--- src/rtl/soc_ctrl_pkg.sv ---
// Shared opcode, FSM-state and reply-byte constants for the SoC test sequencer.
package soc_ctrl_pkg;

  localparam logic [7:0] OP_CLK_OFF   = 8'h00;
  localparam logic [7:0] OP_CLK_ON    = 8'h01;
  localparam logic [7:0] OP_RST_PULSE = 8'h02;
  localparam logic [7:0] OP_RST_REL   = 8'h03;
  localparam logic [7:0] OP_SEL_SOC   = 8'h04;
  localparam logic [7:0] OP_SEL_CTRL  = 8'h05;
  localparam logic [7:0] OP_RX_PASS   = 8'h06;
  localparam logic [7:0] OP_RX_BLOCK  = 8'h07;
  localparam logic [7:0] OP_STATUS    = 8'h08;

  localparam logic [1:0] S_IDLE     = 2'd0;
  localparam logic [1:0] S_RST_HOLD = 2'd1;
  localparam logic [1:0] S_SW_WAIT  = 2'd2;
  localparam logic [1:0] S_REPLY    = 2'd3;

  localparam logic [3:0] STATUS_SIG = 4'hA;
  localparam logic [7:0] ACK_BIT    = 8'h80;
  localparam logic [7:0] NAK_BYTE   = 8'hFF;

  function automatic logic [7:0] make_status(input logic rx_block, input logic sel_tx_ctrl,
                                             input logic soc_reset, input logic soc_clk_en);
    return {STATUS_SIG, rx_block, sel_tx_ctrl, soc_reset, soc_clk_en};
  endfunction

endpackage

--- src/rtl/line_idle_detector.sv ---
// Counts consecutive idle-high cycles of a serial line, saturating at GUARD_CYCLES.
module line_idle_detector #(
  parameter int unsigned GUARD_CYCLES = 16
) (
  input  logic clk,
  input  logic reset,
  input  logic clear,
  input  logic line,
  output logic idle
);

  localparam int unsigned CNT_W = $clog2(GUARD_CYCLES + 1);

  logic [CNT_W-1:0] idle_cnt;

  always_ff @(posedge clk) begin
    if (reset || clear || !line) begin
      idle_cnt <= '0;
    end else if (idle_cnt != CNT_W'(GUARD_CYCLES)) begin
      idle_cnt <= idle_cnt + 1'b1;
    end
  end

  assign idle = (idle_cnt == CNT_W'(GUARD_CYCLES));

endmodule

--- src/rtl/soc_test_sequencer.sv ---
// Host-UART command sequencer: SoC clock gate, timed SoC reset, RX gating, serial_tx mux.
// Optional feature: define SOC_SEQ_ACK_EN to generate ack/NAK replies for opcodes 0x00-0x07.
module soc_test_sequencer
  import soc_ctrl_pkg::*;
#(
  parameter int unsigned RESET_CYCLES = 50,
  parameter int unsigned GUARD_CYCLES = 16
) (
  input  logic       clk,
  input  logic       reset,
  input  logic       rx_valid,
  input  logic [7:0] rx_data,
  input  logic       tx_busy,
  output logic       tx_en,
  output logic [7:0] tx_data,
  input  logic       soc_tx,
  output logic       soc_clk_en,
  output logic       soc_reset,
  output logic       sel_tx_ctrl,
  output logic       rx_block,
  output logic       led_n,
  output logic       cmd_drop
);

  localparam int unsigned RST_W = $clog2(RESET_CYCLES + 1);

  logic [1:0]       state;
  logic [RST_W-1:0] rst_cnt;
  logic [7:0]       reply_byte;
  logic             idle_clear;
  logic             line_idle;
  logic             sw_needed;
  logic             sw_go;

  assign idle_clear = (state != S_SW_WAIT);

  line_idle_detector #(.GUARD_CYCLES(GUARD_CYCLES)) u_idle (
    .clk   (clk),
    .reset (reset),
    .clear (idle_clear),
    .line  (soc_tx),
    .idle  (line_idle)
  );

  // A select request only waits when it would actually change the mux.
  assign sw_needed = ((rx_data == OP_SEL_SOC) || (rx_data == OP_SEL_CTRL)) &&
                     (sel_tx_ctrl != rx_data[0]);
  assign sw_go     = (line_idle || !soc_clk_en) && !tx_busy;
  assign led_n     = ~soc_reset;

  always_ff @(posedge clk) begin
    if (reset) begin
      state       <= S_IDLE;
      rst_cnt     <= '0;
      reply_byte  <= '0;
      tx_en       <= 1'b0;
      tx_data     <= '0;
      soc_clk_en  <= 1'b1;
      soc_reset   <= 1'b0;
      sel_tx_ctrl <= 1'b0;
      rx_block    <= 1'b0;
      cmd_drop    <= 1'b0;
    end else begin
      tx_en    <= 1'b0;
      cmd_drop <= 1'b0;
      case (state)
        S_IDLE: begin
          if (rx_valid) begin
            case (rx_data)
              OP_CLK_OFF:   soc_clk_en <= 1'b0;
              OP_CLK_ON:    soc_clk_en <= 1'b1;
              OP_RX_PASS:   rx_block   <= 1'b0;
              OP_RX_BLOCK:  rx_block   <= 1'b1;
              OP_RST_REL:   soc_reset  <= 1'b0;
              OP_RST_PULSE: begin
                soc_reset <= 1'b1;
                rst_cnt   <= RST_W'(1);
                state     <= S_RST_HOLD;
              end
              OP_SEL_SOC, OP_SEL_CTRL: begin
                if (sw_needed) state <= S_SW_WAIT;
              end
              OP_STATUS: begin
                reply_byte <= make_status(rx_block, sel_tx_ctrl, soc_reset, soc_clk_en);
                state      <= S_REPLY;
              end
              default: ;
            endcase
`ifdef SOC_SEQ_ACK_EN
            // Reset pulse and select-with-wait ack on completion, not here.
            if ((rx_data != OP_RST_PULSE) && (rx_data != OP_STATUS)) begin
              reply_byte <= (rx_data <= OP_RX_BLOCK) ? (ACK_BIT | rx_data) : NAK_BYTE;
              if (!sw_needed) state <= S_REPLY;
              else            state <= S_SW_WAIT;
            end
`endif
          end
        end

        S_RST_HOLD: begin
          if (rx_valid && (rx_data == OP_RST_REL)) begin
            soc_reset <= 1'b0;
            rst_cnt   <= '0;
            state     <= S_IDLE;
`ifdef SOC_SEQ_ACK_EN
            reply_byte <= ACK_BIT | OP_RST_REL;
            state      <= S_REPLY;
`endif
          end else begin
            if (rx_valid) cmd_drop <= 1'b1;
            if (rst_cnt == RST_W'(RESET_CYCLES)) begin
              soc_reset <= 1'b0;
              rst_cnt   <= '0;
              state     <= S_IDLE;
`ifdef SOC_SEQ_ACK_EN
              reply_byte <= ACK_BIT | OP_RST_PULSE;
              state      <= S_REPLY;
`endif
            end else begin
              rst_cnt <= rst_cnt + 1'b1;
            end
          end
        end

        S_SW_WAIT: begin
          if (rx_valid) cmd_drop <= 1'b1;
          if (sw_go) begin
            sel_tx_ctrl <= ~sel_tx_ctrl;
`ifdef SOC_SEQ_ACK_EN
            state       <= S_REPLY;
`else
            state       <= S_IDLE;
`endif
          end
        end

        S_REPLY: begin
          if (rx_valid) cmd_drop <= 1'b1;
          if (!tx_busy) begin
            // With the mux on the SoC the byte could never reach the host.
            if (sel_tx_ctrl) begin
              tx_en   <= 1'b1;
              tx_data <= reply_byte;
            end
            state <= S_IDLE;
          end
        end

        default: state <= S_IDLE;
      endcase
    end
  end

endmodule
--- config.mk ---
export PLATFORM = sky130hd
export DESIGN_NAME = soc_test_sequencer
export DESIGN_NICKNAME = d
export VERILOG_FILES = /design/src/rtl/soc_ctrl_pkg.sv /design/src/rtl/line_idle_detector.sv /design/src/rtl/soc_test_sequencer.sv
export SDC_FILE = /design/constraint.sdc
export NUM_CORES = 1
export LEC_CHECK = 0
export ABC_AREA = 1
export BUFFER_PORTS_ARGS = -buffer_cell sky130_fd_sc_hd__buf_2
export CORE_AREA = 2 2 57 59
export DETAILED_ROUTE_END_ITERATION = 7
export DIE_AREA = 0 0 59 61
export PLACE_DENSITY = 0.84
export REMOVE_ABC_BUFFERS = 1
export SYNTH_ARGS = -nofsm -noshare
export SYNTH_HDL_FRONTEND = slang
export SYNTH_HIERARCHICAL = 1
export SYNTH_SLANG_ARGS = --single-unit
--- constraint.sdc ---
create_clock -name clk -period 1.9 [get_ports clk]
set_input_delay 0.095 -clock clk [delete_from_list [all_inputs] [get_ports clk]]
set_output_delay 0.095 -clock clk [all_outputs]
set_load 0.02 [all_outputs]
==> metrics, run 1 <==
share of post-route cells with drive strength above 1 between 20 and 25%; Area contributors post-synth dfxtp_1, nor2_1, nand2_1; met3 Use GR under 10%; Std-Cell Rows 20; critical path class register to register; launching point of the worst reg2reg path u_idle/idle_cnt[0]$_SDFFE_PP0P_; routability congestion estimate 0.880; GR met1 Demand/Resource 23.5%; Synth area leader dfxtp_1; vias in the first global route between 1,000 and 1,500; Max Fclk slightly below 0.6 GHz; VDD IR-drop max between 0.3 and 0.4 mV; Initial Utilization 53.9%; postcts setup bufs 0; antenna violations before repair 0; Fin. Hold Viols 0; drt total wl 3030 um; Cells after DPL 281; Final setup violation count 0; synthesis-to-finish area growth 11.7%; core area 2950 um^2; drt pass-1 iters 4; DIE AREA 3600 um^2; routed vias/inst 5.06; CTS Sinks 29; GRT Residual Overflow 0; post-synthesis cell type count 32; fin crit share about nine tenths; num ports 28; worst hold path startpoint reset; IO Port Bufs 25; unrepaired setup endpoints after global routing false; GRT Overall Usage between 10% and 20%; largest net degree at the start of global routing 16; # DRC 0; DP HPWL approximately 2300 um; status complete, no violations; Final Max Tran Viols 0; H-tree depth 2; GR Util met2 between 30 and 40%; via count ~1,500; TritonCTS clock tree built; worst r2r path cells 15; Crit. End Element register; Worst Hold End soc_reset$_SDFFE_PP0P_; critical path data arrival time between 1500 and 2000 ps; Die Wd ~59 um; CP required 2120 ps; FF+latch count, synth 29; CTS buffer count 5; Root Buffer clkbuf_4; sequential area share after synthesis between 30 and 40%; utilization after layout 60.2%; grt peak-use layer met2; Final Net Count ~270; Avg Synthesized Cell Area 7.01 um^2; cts repair resizes 0; Yosys warnings 6; Antenna Cells 0; leakage around 0.8 nW; setup tns final 0 ps; worst-path fanout max 5; global-route wire length before repair a little over 5000 um; Tmin final ~1700 ps; clock buffer depth 2; gate count of the mapped netlist between 200 and 250; ANT nets after route 0; DR iter-0 viols 84; CP Launch Type register; synthesized area about 1600 um^2; R2R setup slack ~210 ps; per-cell routed wire length 10.5 um; total power approximately 1.1 mW; clk_skew about 12 ps; Yosys top cell area share between 30% and 40%; Hold WC Path Type primary input to register; Hold Path Depth 2; r2r endpoint state[0]$_SDFFE_PP0P_; insertion delay to the later sink of the worst-skew pair approximately 320 ps; Power Dens Cells approximately 600 nW/um^2; CTS clock-pin slew for the worst setup and hold paths roughly 100 ps; post-route insts no fill ~290; Max-cap violations 0; hold buffer count at cts 0; Die Y 61 um
[power by group]
| group | internal (mW) | switching [mW] |
|---|---|---|
| sequential | 0.609 | 0.00191 |
| combinational | 0.0233 | 0.0528 |
| clock | 0.174 | 0.208 |
[metrics by stage]
step | area [um^2] | hold WS (ps) | setup WS [ps]
2_1_floorplan | 1560 | 164 | 414
3_3_place_gp | 1720 | 382 | 344
3_5_place_dp | 1720 | 385 | 263
4_1_cts | 1780 | 33.6 | 241
5_1_grt | 1780 | 48.2 | 1.57
6_report | 1780 | 41.1 | 213
[final cells by class]
| type | count | area (um^2) |
|---|---|---|
| clock buffer | 7 | 55.1 |
| fill | 280 | 1170 |
| inverter | 31 | 124 |
| multi-input combinational | 163 | 852 |
| sequential | 29 | 581 |
| tap | 33 | 41.3 |
| timing repair buffer | 25 | 125 |
[synthesized netlist by cell type (all sizes together)]
master	n
dfxtp	29
conb	1
o31ai	1
nand3	17
buf	5
xor2	1
nor3	3
nor4	1
nand2	45
nor2	49
a31oi	1
nand3b	1
a21oi	14
ha	4
inv	30
xnor2	3
clkinv	1
nand4	6
o21ai	14
a31o	1
[cell families (layout without fill, tap and decap cells)]
family	after synthesis	in the layout	share of synthesized area, %
flops	29	29	36.5
other cells	1	2	0.236
compound gates	31	31	11.2
xor+xnor	4	4	2.20
fa+ha+maj	4	4	3.14
buf+inv	36	63	10.2
simple gates	122	122	36.6
[registers in the layout (all words and copies together) (netlist names)]
name             flops
tx_data              5
cmd_drop             1
state                2
rst_cnt              6
sel_tx_ctrl          1
tx_en                1
u_idle/idle_cnt      5
soc_reset            1
reply_byte           5
soc_clk_en           1
rx_block             1
[worst max-delay path by stage]
stage	from	endpoint	slack, ps	cells past startpoint
finish	u_idle/idle_cnt[0]$_SDFFE_PP0P_	state[0]$_SDFFE_PP0P_	210	15
global route	u_idle/idle_cnt[0]$_SDFFE_PP0P_	state[0]$_SDFFE_PP0P_	2	15
CTS	u_idle/idle_cnt[0]$_SDFFE_PP0P_	state[0]$_SDFFE_PP0P_	240	15
detailed placement	u_idle/idle_cnt[0]$_SDFFE_PP0P_	state[0]$_SDFFE_PP0P_	260	15
global placement	u_idle/idle_cnt[0]$_SDFFE_PP0P_	state[0]$_SDFFE_PP0P_	340	15
floorplan	u_idle/idle_cnt[0]$_SDFFE_PP0P_	state[0]$_SDFFE_PP0P_	410	15
[cells in the final DEF, fill, tap and decap left out, drive strengths merged]
| cell type | instances |
|---|---|
| nand3b | 1 |
| o21ai | 14 |
| nor4 | 1 |
| clkbuf | 7 |
| inv | 30 |
| buf | 25 |
| nor2 | 49 |
| conb | 2 |
| nand4 | 6 |
| xnor2 | 3 |
| nand2 | 45 |
| clkinv | 1 |
| nand3 | 17 |
| xor2 | 1 |
| ha | 4 |
| o31ai | 1 |
| a31oi | 1 |
| dfxtp | 29 |
| a31o | 1 |
| a21oi | 14 |
| nor3 | 3 |
[per-layer routing]
metal	vias up	wire (um)
met5	-	0
met4	0	33
met3	4	134
met2	33	1410
met1	638	1450
li1	781	-
[critical path: stages, from the launching register on]
cell	delay (ps)
dfxtp_1	340
inv_1	100
ha_1	150
nand2_1	50
inv_1	110
nand2_1	80
inv_1	60
inv_1	30
nand2_1	60
a21oi_1	60
nor2_1	80
nand2_1	70
nor2_2	140
nand2_1	60
nor2_1	110
nor2_1	60
Note: power is estimated with default switching activity, not from simulation.
==> run 2: changes to the inputs <==
--- a/config.mk
+++ b/config.mk
@@ -7,9 +7,11 @@
 export LEC_CHECK = 0
 export ABC_AREA = 1
 export BUFFER_PORTS_ARGS = -buffer_cell sky130_fd_sc_hd__buf_2
-export CORE_AREA = 2 2 57 59
+export CELL_PAD_IN_SITES_DETAIL_PLACEMENT = 1
+export CELL_PAD_IN_SITES_GLOBAL_PLACEMENT = 1
+export CORE_AREA = 2 2 67 69
 export DETAILED_ROUTE_END_ITERATION = 7
-export DIE_AREA = 0 0 59 61
+export DIE_AREA = 0 0 69 71
 export PLACE_DENSITY = 0.84
 export REMOVE_ABC_BUFFERS = 1
 export SYNTH_ARGS = -nofsm -noshare
==> run 2 against run 1 <==
Count of clock-buffer cells in the layout decreased by 1. Critical path depth unchanged. Routed wire length rose by 24%. Non-clock buffer count is the same. Design area rose by 2.9%. Sequential power about the same. Critical path type unchanged. Highest routed layer unchanged.
==> metrics, run 2 (synthesis results as in run 1) <==
status complete, no violations (unchanged); drt total wl 3750 um (was 3030 um); Final Max Tran Viols 0 (unchanged); core area 4200 um^2 (was 2950 um^2); fin crit share 87.6% (was 88.8%); Std-Cell Rows 24 (was 20); leakage 0.811 nW (was 0.800 nW); Initial Utilization 37.9% (was 53.9%); num ports 28 (unchanged); Tmin final 1670 ps (was 1690 ps); via count 1,509 (was 1,456); VDD IR-drop max 0.403 mV (was 0.353 mV); Final setup violation count 0 (unchanged); # DRC 0 (unchanged); commonest non-fill, non-tap cell in the layout nor2_1 (unchanged); DIE AREA 4900 um^2 (was 3600 um^2); clk_skew 4.66 ps (was 11.9 ps); Power Dens Cells 643 nW/um^2 (was 602 nW/um^2); Max-cap violations 0 (unchanged); Biggest register rst_cnt (unchanged); DR iter-0 viols 32 (was 84); per-cell routed wire length 12.2 um (was 10.5 um); CTS buffer count 5 (unchanged); DP HPWL 2920 um (was 2270 um); CP Launch Type register (unchanged); vias in the first global route 1,504 (was 1,259); Reg power frac 52.0% (was 57.1%); GRT Overall Usage 17.3% (was 18.9%); Placement Setup Slack 229 ps (was 263 ps); ANT nets after route 0 (unchanged); insertion delay to the later sink of the worst-skew pair 280 ps (was 320 ps); P_int 0.886 mW (was 0.807 mW); unrepaired setup endpoints after global routing false (unchanged); Net Sw Frac 24.7% (was 24.6%); CTS Sinks 29 (unchanged); Antenna Cells 0 (unchanged); Fin. Hold Viols 0 (unchanged); Comb pwr share 6.7% (was 7.1%); TritonCTS clock tree built (unchanged); worst-path fanout max 5 (unchanged); commonest cells after routing, fill and taps aside nor2_1, nand2_1, dfxtp_1 (unchanged); Die Wd 69 um (was 59 um); CP required 2080 ps (was 2120 ps); NetSw 0.290 mW (was 0.263 mW); critical path data arrival time 1840 ps (was 1910 ps); synthesis-to-finish area growth 14.9% (was 11.7%); setup tns final 0 ps (unchanged); drt pass-1 iters 4 (unchanged); Die Y 71 um (was 61 um); global-route wire length before repair 6670 um (was 5130 um); GRT Residual Overflow 0 (unchanged); routability congestion estimate 0.746 (was 0.880); H-tree depth 2 (unchanged); IO Port Bufs 25 (unchanged); postcts setup bufs 0 (unchanged); clock buffer depth 2 (unchanged); routed vias/inst 4.90 (was 5.06); Largest register FFs 6 (unchanged); Crit. End Element register (unchanged); Root Buffer clkbuf_8 (was clkbuf_4); Max Fclk 0.600 GHz (was 0.593 GHz); largest net degree at the start of global routing 16 (unchanged); share of post-route cells with drive strength above 1 22.3% (was 21.6%); Hold WC Path Type primary input to register (unchanged); antenna violations before repair 0 (unchanged); Clock power frac 41.3% (was 35.8%); critical path class register to register (unchanged); CTS clock-pin slew for the worst setup and hold paths 70 ps (was 100 ps); Final Net Count 272 (unchanged); fin worst setup slack 235 ps (was 213 ps)
## run 2: changes by cell type in the layout (fill, tap and decap cells not counted)
cell,change
clkinv_2,+2
inv_1,-1
inv_2,+1
clkbuf_8,+4
clkbuf_4,-5
## run 2: what timing repair did
action	CTS	global route
gates resized for setup	0	1
hold buffers	0	0
setup endpoints to repair	0	1
## run 2: critical path, stage by stage, from the launching register on
cell	delay, ps
dfxtp_1	330
inv_1	110
ha_1	150
nand2_1	60
inv_2	80
nand2_1	70
inv_1	60
inv_1	30
nand2_1	60
a21oi_1	60
nor2_1	80
nand2_1	80
nor2_2	150
nand2_1	80
nor2_1	100
nor2_1	50
## run 2: routing by layer
metal / global-route usage [%] / wire length, um
met1: 19.8 / 1680
met2: 29.8 / 1850
met3: 4.56 / 137
met4: 8.50 / 82
met5: 0 / 0
## run 2: final timing paths
path,end,start,cells past startpoint,slack [ps]
setup / recovery,state[0]$_SDFFE_PP0P_,u_idle/idle_cnt[0]$_SDFFE_PP0P_,15,230
hold / removal,cmd_drop$_SDFF_PP0_,rx_valid,3,110
setup reg to reg,state[0]$_SDFFE_PP0P_,u_idle/idle_cnt[0]$_SDFFE_PP0P_,15,230
hold reg to reg,reply_byte[3]$_SDFFE_PP0P_,reply_byte[3]$_SDFFE_PP0P_,2,490
## run 2: area by class of cell
cell class / instances / area, um^2
multi-input combinational: 163 / 852
clock inverter: 2 / 10.0
inverter: 31 / 124
sequential: 29 / 581
fill: 582 / 2370
timing repair buffer: 25 / 125
clock buffer: 6 / 72.6
tap: 52 / 65.1
## run 2: power by group through the flow
stage	sequential (mW)	combinational (mW)	clock (mW)
final	0.612	0.0785	0.486
after floorplan	0.625	0.0455	0
after detailed placement	0.625	0.0787	0
after CTS	0.611	0.0795	0.509
after global routing	0.611	0.0902	0.535
after global placement	0.625	0.0764	0
## run 2: metrics by stage
stage	instance area (um^2)	utilization, %	cells	power (mW)	hold WS (ps)
2_1_floorplan	1560	-	223	0.671	164
3_3_place_gp	1750	41.5	300	0.701	398
3_5_place_dp	1750	41.5	300	0.704	405
4_1_cts	1830	43.5	308	1.20	106
5_1_grt	1830	43.5	308	1.24	116
6_report	1830	43.5	308	1.18	109
